## src/rtl/nbit_accumulator_pkg.sv

```systemverilog
// Shared definitions for the accumulator stage on the ALU result path:
// the FSM state encoding and the default datapath width.
package nbit_accumulator_pkg;

  localparam int ALU_WIDTH = 16;

  typedef enum logic {
    ACC_ST_ACCUM = 1'b0,
    ACC_ST_DONE  = 1'b1
  } acc_state_e;

endpackage

```

## src/rtl/nbit_adder.sv

```systemverilog
// Combinational unsigned WIDTH-bit adder. Callers that need the carry widen
// the operands by one bit and read it from the MSB of the sum.
module nbit_adder #(
  parameter int WIDTH = 17
) (
  input  logic [WIDTH-1:0] i1,
  input  logic [WIDTH-1:0] i2,
  output logic [WIDTH-1:0] sum
);

  assign sum = i1 + i2;

endmodule

```

## src/rtl/nbit_accumulator.sv

```systemverilog
// Sums COUNT words per burst over valid/ready and presents the modulo sum with
// a sticky carry-out flag. The handshake outputs are decoded from state only.
module nbit_accumulator
  import nbit_accumulator_pkg::*;
#(
  parameter int WIDTH = ALU_WIDTH,
  parameter int COUNT = 4
) (
  input  logic             clk,
  input  logic             rst_n,
  input  logic             clear,
  input  logic             in_valid,
  output logic             in_ready,
  input  logic [WIDTH-1:0] in_word,
  output logic             out_valid,
  input  logic             out_ready,
  output logic [WIDTH-1:0] out_sum,
  output logic             out_ovf
);

  localparam int CNT_W = $clog2(COUNT) + 1;
  localparam logic [CNT_W-1:0] LAST_CNT = CNT_W'(COUNT - 1);

  acc_state_e       state_q, state_d;
  logic [WIDTH-1:0] acc_q, acc_d;
  logic [CNT_W-1:0] cnt_q, cnt_d;
  logic             ovf_q, ovf_d;
  logic [WIDTH-1:0] out_sum_q, out_sum_d;
  logic             out_ovf_q, out_ovf_d;
  logic [WIDTH:0]   adder_out;

  nbit_adder #(
    .WIDTH(WIDTH + 1)
  ) u_adder (
    .i1 ({1'b0, acc_q}),
    .i2 ({1'b0, in_word}),
    .sum(adder_out)
  );

  assign in_ready  = (state_q == ACC_ST_ACCUM);
  assign out_valid = (state_q == ACC_ST_DONE);
  assign out_sum   = out_sum_q;
  assign out_ovf   = out_ovf_q;

  always_comb begin
    // NOTE: every signal gets a hold default first so no path infers a latch.
    state_d   = state_q;
    acc_d     = acc_q;
    cnt_d     = cnt_q;
    ovf_d     = ovf_q;
    out_sum_d = out_sum_q;
    out_ovf_d = out_ovf_q;

    if (clear) begin
      state_d = ACC_ST_ACCUM;
      acc_d   = '0;
      cnt_d   = '0;
      ovf_d   = 1'b0;
    end else begin
      unique case (state_q)
        ACC_ST_ACCUM: begin
          if (in_valid) begin
            acc_d = adder_out[WIDTH-1:0];
            ovf_d = ovf_q | adder_out[WIDTH];
            cnt_d = cnt_q + CNT_W'(1);
            if (cnt_q == LAST_CNT) begin
              out_sum_d = adder_out[WIDTH-1:0];
              out_ovf_d = ovf_q | adder_out[WIDTH];
              state_d   = ACC_ST_DONE;
            end
          end
        end
        ACC_ST_DONE: begin
          // The input side stays stalled in this cycle even if a word is offered.
          if (out_ready) begin
            state_d = ACC_ST_ACCUM;
            acc_d   = '0;
            cnt_d   = '0;
            ovf_d   = 1'b0;
          end
        end
        default: state_d = ACC_ST_ACCUM;
      endcase
    end
  end

  // NOTE: state is updated with non-blocking assignments so all flops sample together.
  always_ff @(posedge clk or negedge rst_n) begin
    if (!rst_n) begin
      state_q   <= ACC_ST_ACCUM;
      acc_q     <= '0;
      cnt_q     <= '0;
      ovf_q     <= 1'b0;
      out_sum_q <= '0;
      out_ovf_q <= 1'b0;
    end else begin
      state_q   <= state_d;
      acc_q     <= acc_d;
      cnt_q     <= cnt_d;
      ovf_q     <= ovf_d;
      out_sum_q <= out_sum_d;
      out_ovf_q <= out_ovf_d;
    end
  end

endmodule

```

## config.mk

```make
export PLATFORM = sky130hd
export DESIGN_NAME = nbit_accumulator
export DESIGN_NICKNAME = d
export VERILOG_FILES = /design/src/rtl/nbit_accumulator_pkg.sv /design/src/rtl/nbit_adder.sv /design/src/rtl/nbit_accumulator.sv
export SDC_FILE = /design/constraint.sdc
export NUM_CORES = 1
export LEC_CHECK = 0
export ABC_AREA = 1
export CAP_MARGIN = 15
export CELL_PAD_IN_SITES_DETAIL_PLACEMENT = 1
export CELL_PAD_IN_SITES_GLOBAL_PLACEMENT = 1
export CORE_MARGIN = 3
export CORE_UTILIZATION = 45
export DETAILED_ROUTE_END_ITERATION = 7
export DONT_BUFFER_PORTS = 1
export PLACE_DENSITY = 0.83
export SLEW_MARGIN = 25
export SYNTH_ARGS = -nofsm -noshare
export SYNTH_HDL_FRONTEND = slang
export SYNTH_SLANG_ARGS = --single-unit
```

## constraint.sdc

```tcl
create_clock -name clk -period 2.77 [get_ports clk]
set_clock_uncertainty 0.2 [all_clocks]
set_input_delay 0.831 -clock clk [delete_from_list [all_inputs] [get_ports clk]]
set_output_delay 0.831 -clock clk [all_outputs]
set_load 0.01 [all_outputs]
```

==> qor.csv <==
metric,value,unit
rsz0062_at_grt,no,
worstPathRequired,2760,ps
switching_share,37.4,%
synth.cell_area,0.00242,mm2
worstPathArrival,2220,ps
cts_hold_buf,0,
hold_viol,0,
hp-class,in -> async,
initial_core_util,47.1,%
ant_nets,0,
path_max_fanout,4,
rows,26,
fin_crit_sh,80.2,%
synth_top_cell_by_area,dfrtp_1,
power.internal,988,uW
wl_per_cell,15.6,um
cpMostUsedCell,nand2_1,
vdd_drop_max,0.324,mV
dp.cells,403,
fp.coreArea,0.00514,mm2
synth_top_area_share,39.3,%
cts_buffer_depth,2,
path_delay_family,simple AND/OR/NAND/NOR gates,
synth_edf_count,0,
tightestPinTransition,680,ps
p_clk_share,24.8,%
grt_antenna_before_repair,0,
syn_nets,377,
grt_pass1_wl,10600,um
place.gp.congestion,0.853,
clock-sinks,38,
combinationalPowerShare,28.0,%
critPathBufInv,0,
drc,0,
totalWireLength,6410,um
ys_seq_area_share,39.3,%
relSlewSlack,54.6,%
final-setup-viol-count,0,
synth_common_cells,"nand2_1, inv_1, dfrtp_1",
ys_seq_elements,38,
dp_worst_setup_slack,251,ps
slew_viol_final,0,
yosysMostFrequentCell,nand2_1,
fmax,0.450,GHz
cts_tree,yes,
p_seq_share,47.1,%
synthArstFlopShare,100,%
clk_latency,300,ps
yosys_warnings,0,
r2r_setup_slack,700,ps
ctsResizeCount,0,
cp_cell_sequence,ha_1 -> fa_1 -> nand2_1 -> nand2_1 -> nand3b_1 -> nand2_1 -> or2_2 -> nand3_1 -> nand2_1,
die_area,0.00630,mm2
post-route-util,50.0,%
die_h,79.4,um
die_w,79.4,um
r2r_end,out_sum[6],
period_needed,2220,ps
start_kind,input port,
netlist_instances,337,
crit_type,in -> reg,
cts_root_buf,clkbuf_8,
vias,2130,
synth_cell_types,26,
status,"complete, no violations",
r2r_cells,9,
first_pass_iters,4,
area_growth,6.05,%
worstReg2RegStart,acc_q[0],
vias_per_cell,5.18,
fin_cells,411,
portBuffers,0,
grt_overflow,0,
maxCapViolCount,0,
synth.area.top_cells,"dfrtp_1, nand2_1, ha_1",
drive_above_1_share,4.69,%
dp_hpwl,4800,um
ys.flop_type,dfrtp_1,
htree_levels,2,
p_leak,0.00148,uW
setup.worst_path.end_class,register,
antenna_cells,0,
post-cts-setup-buffers,0,
finalSetupTns,0,ps
p_per_area,615,mW/mm2
grt_pass1_vias,2186,
clk_pin_slew,80,ps
synth.avg_cell_area,7.18,um2
grtUsageTotal,22.2,%
cp_slowest_cell,fa_1,
first_iter_violations,78,
cts_buffers,5,
fin_nets,380,
fin_ws,549,ps
ios,40,
grt_max_degree,39,
slowest_delay,410,ps
power_switching,591,uW
[cells by family (layout without fill, tap and decap cells)]
| group | Yosys count | count (layout) | share of synthesized area, % |
|---|---|---|---|
| xor+xnor | 4 | 4 | 1.45 |
| simple gates | 202 | 202 | 34.9 |
| fa+ha+maj | 19 | 19 | 10.1 |
| buf+inv | 50 | 54 | 8.58 |
| compound gates | 24 | 24 | 5.63 |
| flops | 38 | 38 | 39.3 |
[layout make-up]
cell class,count,area (um2)
Fill cell,722,2570
Inverter,44,165
Clock buffer,6,72.6
Timing Repair Buffer,2,15.0
Multi-Input combinational cell,249,1260
Tap cell,70,87.6
Clock inverter,2,13.8
Sequential cell,38,951
[power by group through the flow]
| stage | clock network, uW | registers [uW] | logic [uW] |
|---|---|---|---|
| final | 392 | 745 | 443 |
| after global routing | 423 | 757 | 513 |
| after CTS | 401 | 747 | 444 |
| after detailed placement | 0 | 755 | 438 |
| after global placement | 0 | 754 | 418 |
| after floorplan | 0 | 733 | 347 |
[metrics by stage]
step	instance area [um2]	power (uW)	hold slack [ps]
2_1_floorplan	2420	1080	240
3_3_place_gp	2480	1170	254
3_5_place_dp	2480	1190	268
4_1_cts	2570	1590	11.8
5_1_grt	2570	1690	5.87
6_report	2570	1580	18.9
[layer usage]
layer / up-vias / wire length (um) / global-route usage (%)
met3: 11 / 282 / 4.31
met4: 0 / 103 / 6.70
li1: 1059 / - / -
met1: 1014 / 3110 / 30.4
met2: 46 / 2920 / 35.4
met5: - / 0 / 0
[cells in the final DEF (no fill, tap or decap), types with 2 or more instances in the layout]
cell        n
xor2_1      2
buf_4       2
inv_1      43
nor2_1     11
nand3_1    26
xnor2_1     2
nand3b_1    6
o21ai_0    12
or2_1       3
clkbuf_8    5
dfrtp_1    38
nor3_1      4
a21oi_1     8
nand2_1   147
ha_1       18
[registers in the layout, summed over array words and instances (netlist names)]
register,flops
out_valid,1
cnt_q,3
out_ovf,1
ovf_q,1
out_sum,16
acc_q,16
[worst max path at each step]
stage | depth (start not counted) | endpoint | from | slack [ps]
after floorplan | 9 | acc_q[6] | in_word[0] | 370
after global placement | 9 | acc_q[6] | in_word[0] | 290
after detailed placement | 9 | out_sum[6] | in_word[0] | 250
after CTS | 9 | acc_q[6] | in_word[0] | 550
after global routing | 9 | acc_q[6] | in_word[0] | 390
final | 9 | out_sum[6] | in_word[0] | 550
Power figures use the tool's default switching activity.
